$ cat config.mk
export PLATFORM = sky130hd
export DESIGN_NAME = operand_bus_arbiter
export DESIGN_NICKNAME = d
export VERILOG_FILES = /design/src/rtl/operand_bus_arbiter_pkg.sv /design/src/rtl/operand_bus_arbiter_mux.sv /design/src/rtl/operand_bus_arbiter.sv
export SDC_FILE = /design/constraint.sdc
export NUM_CORES = 1
export LEC_CHECK = 0
export BUFFER_PORTS_ARGS = -buffer_cell sky130_fd_sc_hd__buf_2
export CAP_MARGIN = 20
export CORE_ASPECT_RATIO = 1.2
export CORE_MARGIN = 2
export CORE_UTILIZATION = 44
export CTS_BUF_LIST = sky130_fd_sc_hd__clkbuf_8
export CTS_CLUSTER_DIAMETER = 200
export CTS_CLUSTER_SIZE = 40
export DETAILED_ROUTE_END_ITERATION = 10
export PLACE_DENSITY = 0.76
export SKIP_CTS_REPAIR_TIMING = 1
export SYNTH_ARGS = -nofsm -noshare
export SYNTH_HDL_FRONTEND = slang
export SYNTH_SLANG_ARGS = --single-unit
$ cat constraint.sdc
create_clock -name clk -period 1.82 [get_ports clk]
set_clock_uncertainty 0.15 [all_clocks]
set_input_delay 0.091 -clock clk [delete_from_list [all_inputs] [get_ports clk]]
set_output_delay 0.091 -clock clk [all_outputs]
set_load 0.1 [all_outputs]
$ cat src/rtl/operand_bus_arbiter_pkg.sv
// Shared types and constants for the operand bus arbiter.
// The state encoding is fixed so it can be probed directly from the state register.
package operand_bus_arbiter_pkg;
    localparam int WIDTH_DEF = 16;
    localparam int CNT_W     = 4;

    typedef enum logic [1:0] {
        IDLE = 2'b00,
        OWN0 = 2'b01,
        OWN1 = 2'b10
    } state_t;
endpackage

$ cat src/rtl/operand_bus_arbiter_mux.sv
// 16-bit 2:1 bus multiplexer feeding the arbiter output register.
module _2x1_16_bit_mux (
    input  logic [15:0] d0,
    input  logic [15:0] d1,
    input  logic        s,
    output logic [15:0] y
);
    assign y = s ? d1 : d0;
endmodule

$ cat src/rtl/operand_bus_arbiter.sv
// Round-robin arbiter for two operand requesters with bounded bursts and a
// single registered valid/ready output slot.
module operand_bus_arbiter
    import operand_bus_arbiter_pkg::*;
#(
    parameter int WIDTH     = WIDTH_DEF,
    parameter int MAX_BURST = 4
) (
    input  logic             clk,
    input  logic             rst_n,
    input  logic             req0,
    input  logic [WIDTH-1:0] data0,
    output logic             gnt0,
    input  logic             req1,
    input  logic [WIDTH-1:0] data1,
    output logic             gnt1,
    output logic             sel,
    output logic             out_valid,
    output logic [WIDTH-1:0] out_data,
    input  logic             out_ready,
    output logic             busy
);
    // Handshake: out_data is accepted on any edge where out_valid & out_ready.
    // The slot refills in the same cycle it drains, so take = !out_valid | out_ready.

    state_t           state;
    logic             ptr;
    logic [CNT_W-1:0] cnt;

    logic             take;
    logic             cur_req;
    logic             oth_req;
    logic             xfer;
    logic             expire;
    logic [CNT_W-1:0] cnt_inc;
    logic [15:0]      mux_data;

    _2x1_16_bit_mux u_mux (
        .d0 (data0),
        .d1 (data1),
        .s  (sel),
        .y  (mux_data)
    );

    assign gnt0 = (state == OWN0);
    assign gnt1 = (state == OWN1);
    assign sel  = (state == OWN1);
    assign busy = (state != IDLE);

    always_comb begin
        take    = !out_valid || out_ready;
        cur_req = (state == OWN1) ? req1 : req0;
        oth_req = (state == OWN1) ? req0 : req1;
        xfer    = (state != IDLE) && cur_req && take;
        cnt_inc = cnt + 1'b1;
        expire  = xfer && (cnt_inc == CNT_W'(MAX_BURST));
    end

    always_ff @(posedge clk or negedge rst_n) begin
        if (!rst_n) begin
            state     <= IDLE;
            ptr       <= 1'b0;
            cnt       <= '0;
            out_valid <= 1'b0;
            out_data  <= '0;
        end else begin
            case (state)
                IDLE: begin
                    cnt <= '0;
                    if (ptr ? req1 : req0)
                        state <= ptr ? OWN1 : OWN0;
                    else if (ptr ? req0 : req1)
                        state <= ptr ? OWN0 : OWN1;
                end
                OWN0, OWN1: begin
                    if (xfer)
                        cnt <= cnt_inc;
                    // Hand-over: owner withdrew or its burst just expired.
                    if (!cur_req || expire) begin
                        ptr <= (state == OWN0);
                        cnt <= '0;
                        if (oth_req)
                            state <= (state == OWN0) ? OWN1 : OWN0;
                        else if (!cur_req)
                            state <= IDLE;
                    end
                end
                default: state <= IDLE;
            endcase

            if (xfer) begin
                out_data  <= mux_data;
                out_valid <= 1'b1;
            end else if (out_valid && out_ready) begin
                out_valid <= 1'b0;
            end
        end
    end
endmodule

Word level (Yosys, flattened, before mapping). Index checks and enable logic that the tools add are counted.

Output and inout port bits: 21. Bits in registers: 24.

Add/subtract/negate cells: 1. Equal/unequal tests: 7. Reduce and logical (&&, ||, !) cells: 16. Mux-type cells: 19.

Operators with widths (number): $mux W16 (1); $mux W2 (8); $ne A3 B3 Y1 const B (3); $mux W4 (2); $pmux W4 S2 (1); $mux W1 (6); $reduce_bool A2 Y1 (3); $add A4 B1 Y4 const B (1); $eq A4 B3 Y1 const B (1); $logic_and A1 B1 Y1 (4); $pmux W2 S2 (1); $reduce_and A2 Y1 (2); $reduce_and A3 Y1 (1); $eq A2 B1 Y1 const B (1); $eq A2 B2 Y1 const B (1); $logic_not A1 Y1 (2); $logic_not A2 Y1 (1); $logic_or A1 B1 Y1 (2); $ne A2 B2 Y1 const B (1); $reduce_or A2 Y1 (1).

Depth between registers and ports, before layout. Gate-level depths: netlist of the first run.

Depth after elaboration: 8. Gate-level depth with buffers: 7. Depth with buffers taken out: 6.

Cells and area by module. Synthesis of the first run repeated with hierarchy kept, for this count alone.

Cell total of the unflattened synthesis: 110. Area total of the unflattened synthesis: 1461.4 sq um.

By module, submodules not included: operand_bus_arbiter (cells an instance 92, instances 1, area an instance 1212.4 sq um); _2x1_16_bit_mux (cells an instance 18, instances 1, area an instance 249.0 sq um).

Worst setup path before layout of the first run. Ideal clock, no wire load.

Path kind: register to register. Start point: register state[0]. End point: register state[0]. Library setup time: 0.128 ns. Data required time: 1.542 ns. Buffers on the path: 1. Slack: -0.840 ns. Period minus slack after synthesis: 2.660 ns. Data arrival time: 2.383 ns. Stages on the path, launching flop included: 8. Cells stage by stage: dfrtp_1 > inv_1 > ha_1 > buf_6 > nand3b_1 > a41oi_1 > a211oi_2 > mux2_1.

Longest elaborated chain between the ends: 8. Elaborated cells on any way between the ends: 20. Those cells by class: eq/ne (5); mux (6); reduce/logical (9).

Ends and longest elaborated chain: start: declaration (line operand_bus_arbiter.sv:26) `state_t state;`; start signal: assignment (line operand_bus_arbiter.sv:71) `state <= ptr ? OWN1 : OWN0;`; start signal: assignment (line operand_bus_arbiter.sv:73) `state <= ptr ? OWN0 : OWN1;`; start signal: assignment (line operand_bus_arbiter.sv:83) `state <= (state == OWN0) ? OWN1 : OWN0;`; $eq A2 B2 Y1 *; net gnt1 (line operand_bus_arbiter.sv:16) `output logic gnt1,`; $mux W1 (line operand_bus_arbiter.sv:52) `cur_req = (state == OWN1) ? req1 : req0;`; $logic_and A1 B1 Y1 (2 in a row) (line operand_bus_arbiter.sv:54) `xfer = (state != IDLE) && cur_req && take;`; $logic_and A1 B1 Y1 (line operand_bus_arbiter.sv:56) `expire = xfer && (cnt_inc == CNT_W'(MAX_BURST));`; $logic_or A1 B1 Y1 (line operand_bus_arbiter.sv:79) `if (!cur_req || expire) begin`; $ne A2 B2 Y1 (no line); $reduce_and A3 Y1 (no line).

The timed path passes the listed nets; every way through them passes the cells marked *. The select of a mux whose other input is x is not followed. A chain may end at the register's enable or synchronous reset.

Worst setup path after layout of the first run.
Start point: register cnt[1]. End point: register state[1].

Longest elaborated chain between the ends: 6.

Ends and longest elaborated chain: start: declaration (line operand_bus_arbiter.sv:28) `logic [CNT_W-1:0] cnt;`; start signal: assignment (line operand_bus_arbiter.sv:77) `cnt <= cnt_inc;`; $add A4 B1 Y4 (line operand_bus_arbiter.sv:55) `cnt_inc = cnt + 1'b1;`; $eq A4 B3 Y1 (line operand_bus_arbiter.sv:56); $logic_and A1 B1 Y1 (line operand_bus_arbiter.sv:56); $logic_or A1 B1 Y1 (line operand_bus_arbiter.sv:79); $ne A2 B2 Y1 (no line); $reduce_and A3 Y1 (no line).

No other way between the ends.

==> flow_summary.yaml, run 1 <==
synth:
  synth_edf_count: 0
  synthCells: 132
  syn-num-nets: 174
  synth-seq-cells: 24
  synth_cell_types: 32
  syn_area_per_cell_um2: 10.2
  netlist_area_um2: 1350
  ys_warn_count: 0
  synthFlopType: "dfrtp_1"
  synth_seq_area_share_pct: 44.4
  synthArstFlopShare_pct: 100
clock_network:
  cts_tree: "done"
  cts_inserted_buffers: 3
  clock_sinks: 24
  clockRootBuffer: "clkbuf_8"
  path_clk_slew_ps: 80
  clk_latency_ps: 270
  cts_max_level: 1
  clock_path_buffers: 2
setup_path:
  crit_chain: "ha_2 -> nor3b_4 -> a41oi_2 -> a211oi_2 -> mux2_1"
  critPathCaptureType: "register"
  max_stage_delay_ps: 360
  cp_max_fo: 3
  cp.required_ps: 1830
  start_kind: "register"
  crit_buf_inv: 0
  cpMaxStageDelayCell: "dfrtp_1"
  critPathArrivalTime_ps: 1880
  criticalPathCategory: "register to register"
  crit_family: "compound AO/OA/AOI/OAI gates"
place:
  place_area_um2: 1800
  finalWeightedCongestion: 0.787
  dp_cells: 227
  post-dp-hpwl_mm: 2.37
  io_buffers: 57
sta:
  setup_slack_ps: -54.4
  final_hold_viol_count: 13
  rsz0062_at_grt: "true"
  max_slew_margin_pct: 64.4
  whs_ps: -28.5
  final_max_slew_viol_count: 0
  tightest_slew_ps: 533
  fmax_ghz: 0.534
  setup_viol: 2
  fin_crit_ps: 1870
  fin_crit_sh_pct: 103
routing:
  wl_per_cell_um: 13.3
  routed_via_density: 5.22
  drt_iter0_markers: 20
  drtAntennaViolNets: 0
  vias: 1252
  totalWireLength_mm: 3.19
  dr.pass1.iters: 5
  route.detailed.drc: 0
finish:
  final_common_cell: "buf_2"
  fin_nets: 247
  drive_above_1_share_pct: 44.6
  final_cells: 240
  finalInstanceArea_um2: 1960
  antenna_cells: 0
  fin_util_pct: 65.4
  mostFrequentLayoutCells: "buf_2 (55), dfrtp_1 (23), a21oi_1 (18), nor2_1 (18), mux2i_1 (17)"
  syn2layout_area_growth_pct: 45.3
floorplanning:
  start_util_pct: 45.0
  fp-row-count: 22
  die_h_um: 64.7
  core-area_um2: 3000
  io_pins: 58
  fp.dieW_um: 54.6
  die_area_um2: 3530
flow_run:
  max_cap_violations: 0
global_route:
  grt_antenna_before_repair: 0
  grt_start_max_net_pins: 33
  grt_pass1_wl_mm: 5.12
  grt_pass1_vias: 1150
  grt.overflow.total: 0
  track_usage_pct: 19.3
hold_path:
  min_path_type: "input pin to register"
outcome:
  violations: "negative hold slack, negative setup slack"
  status: "finished, violations left"
-- routing by layer --
metal	global-route usage (%)	part of all wire, %
met2	30.8	50
met5	0	0
met1	26.9	44
met3	2.07	5.3
met4	5.63	0.85
-- sequential cells by signal (all words and copies together), names as in the netlist --
register   cells
ptr            1
state          2
out_valid      1
out_data      16
cnt            4
-- worst min-delay path, delay by kind of cell --
kind	cells	cell delay, ps
buf+inv	1	70
compound gates	1	130
mux	1	50
-- cells by family after synthesis --
group / synth area share (%)
mux: 17.8
fa+ha+maj: 4.63
compound gates: 13.6
buf+inv: 5.00
simple gates: 14.5
flops: 44.4
-- layout make-up --
type	count	area [um^2]
fill	239	1040
multi-input combinational	95	749
sequential	24	602
timing repair buffer	76	489
clock buffer	4	55.1
tap	36	45.0
inverter	5	22.5
-- worst paths after layout --
check / start / endpoint / slack, ps / cells after the start
setup reg to reg: cnt[1] / state[1] / -50 / 5
min in group asynchronous: rst_n / ptr / 180 / 2
setup / recovery: cnt[1] / state[1] / -50 / 5
hold / removal: data0[7] / out_data[7] / -30 / 3
max in group asynchronous: rst_n / out_valid / 960 / 2
hold reg to reg: ptr / ptr / 370 / 1
-- cell usage after synthesis, drive strengths merged, types with 2 or more instances --
library cell   n  area, um^2
a41oi          2        17.5
nor3           2        20.0
o211ai         2        15.0
o21ai          2        10.0
buf            8        48.8
nand2          2        7.51
nand4          3        18.8
nand3b         3        22.5
a21oi         18        90.1
nand3          4        20.0
ha             5        62.6
dfrtp         24         601
inv            5        18.8
mux2           5        60.1
nor2          18        67.6
mux2i         18         180
-- through the flow --
stage                     hold slack (ps)  setup TNS, ps  setup WS, ps
after detailed placement            -43.6          -75.8         -45.6
after global placement              -49.5              0          25.9
final                               -28.5          -92.7         -54.4
after floorplan                      -355          -1270          -389
after global routing                -6.62           -387          -126
after CTS                            -345           -113         -58.0
Power of run 1 is left out: the tool's default activity adds up to more than one toggle a clock period on the data nets, which glitch-free logic cannot reach.
==> inputs of run 2 (changes only) <==
- CORE_MARGIN: 2 -> 5
- CORE_UTILIZATION: 44 -> 53
- PLACE_DENSITY: 0.76 -> 0.86
- clock period: 1.82 -> 2.3 ns (I/O delays scaled with it)
==> run 2 against run 1 <==
Effect of this change: the run ends with negative hold slack left; critical path depth rose by 2; sequential share of layout area grew 3.5 points; die area is 3.7% higher; first-iteration DRC count rose by 25%; cell count is 7.5% lower; flip-flop and latch count stayed put; clock-buffer cell count is 1 lower; routed wire length increased by 5.8%; core utilization up 4.8 points; via count decreased by 2.0%; critical path type unchanged; critical endpoint is now cnt[0]; highest routed layer unchanged.
==> flow_summary.yaml, run 2 (same netlist as run 1, synthesis figures left out) <==
clock_network:
  cts_tree: "done"
  cts_max_level: 1
  cts_inserted_buffers: 3
  path_clk_slew_ps: 90
  clockRootBuffer: "clkbuf_8"
  clock_path_buffers: 2
  clock_sinks: 24
  clk_latency_ps: 270
setup_path:
  cp_max_fo: 8
  max_stage_delay_ps: 430
  r2r_start: "state[0]"
  cp_num_cells: 7
  cp.required_ps: 2290
  worst_r2r_path_depth: 7
  crit_buf_inv: 2
  critPathCaptureType: "register"
  crit_chain: "inv_1 -> ha_2 -> buf_4 -> mux2_2 -> o211ai_1 -> o21a_1 -> mux2i_1"
  setup.worst_path.end: "cnt[0]"
  r2r_slack_ps: 190
  crit_start: "state[0]"
  start_kind: "register"
  critPathArrivalTime_ps: 2100
  r2r-end: "cnt[0]"
  crit_family: "multiplexers"
  criticalPathCategory: "register to register"
  cpMaxStageDelayCell: "dfrtp_1"
sta:
  whs_ps: -12.4
  final_max_slew_viol_count: 0
  fmax_ghz: 0.474
  tightest_slew_ps: 618
  fin_crit_sh_pct: 91.8
  rsz0062_at_grt: "false"
  fin_crit_ps: 2110
  final_hold_viol_count: 1
  setup_tns_ps: 0
  max_slew_margin_pct: 57.6
  setup_viol: 0
global_route:
  track_usage_pct: 18.9
  grt_pass1_wl_mm: 5.60
  grt_antenna_before_repair: 0
  grt_start_max_net_pins: 33
  grt_pass1_vias: 1268
  grt.overflow.total: 0
finish:
  antenna_cells: 0
  largest_register_ffs: 16
  syn2layout_area_growth_pct: 30.0
  top_regs: "out_data: 16 flops, cnt: 4 flops, state: 2 flops"
  final_common_cell: "buf_2"
  max_flop_register: "out_data"
  fin_nets: 232
  drive_above_1_share_pct: 39.2
  mostFrequentLayoutCells: "buf_2 (57), dfrtp_1 (24), a21oi_1 (18), nor2_1 (18), mux2i_1 (18)"
  final_cells: 222
floorplanning:
  die_area_um2: 3660
  fp-row-count: 20
  fp.dieW_um: 56.1
  io_pins: 58
  core-area_um2: 2500
  die_h_um: 65.3
  start_util_pct: 54.0
outcome:
  status: "finished, violations left"
  violations: "negative hold slack"
routing:
  route.detailed.drc: 0
  drtAntennaViolNets: 0
  totalWireLength_mm: 3.38
  dr.pass1.iters: 4
  vias: 1227
  drt_iter0_markers: 25
  routed_via_density: 5.53
  wl_per_cell_um: 15.2
place:
  post-dp-hpwl_mm: 2.55
  dp_cells: 216
  finalWeightedCongestion: 0.814
  io_buffers: 57
flow_run:
  max_cap_violations: 0
hold_path:
  min_path_type: "input pin to register"
[run 2: cell count changes in the layout (fill, tap and decap cells not counted), moves of 2 or more]
cell           previous run  this run
buf_4                    11         2
dlygate4sd3_1             6         1
buf_12                    3         0
a41oi_1                   0         2
a41oi_2                   2         0
buf_2                    55        57
ha_4                      2         0
mux2_4                    3         1
[run 2: worst min-delay path: stages]
cell     delay (ps)
buf_2            70
mux2i_1          50
a21oi_1         130
[run 2: through the flow]
step	util [%]	area [um^2]	setup slack (ps)
finish	70.2	1760	189
global route	70.2	1760	62.0
CTS	69.1	1730	34.2
detailed placement	66.2	1660	62.2
global placement	66.2	1660	242
floorplan	-	1360	7.91
[run 2: area by class of cell]
| class | instances | area [um^2] |
|---|---|---|
| fillers | 190 | 746 |
| multi-input cells | 96 | 711 |
| flip-flops and latches | 24 | 601 |
| repair buffers | 60 | 310 |
| clock buffers | 3 | 41.3 |
| well taps | 33 | 41.3 |
| clock inverters | 1 | 30.0 |
| inverters | 5 | 22.5 |
[run 2: worst min-delay path by stage]
stage              start           end  slack [ps]  depth (start not counted)
2_1_floorplan      rst_n        cnt[0]        -330                          0
3_3_place_gp       rst_n  out_data[12]         -40                          1
3_5_place_dp       rst_n  out_data[12]         -20                          1
4_1_cts            rst_n  out_data[12]        -320                          1
5_1_grt        data1[11]  out_data[11]           5                          3
6_report        data0[0]   out_data[0]         -10                          3
[run 2: per-layer routing]
layer	vias up	track usage (%)	share of wire, %
li1	587	-	-
met2	51	32.6	50
met5	-	0	0
met4	0	5.93	0.62
met1	587	22.8	40
met3	2	5.30	9.1
Power of run 2 is left out for the same reason.
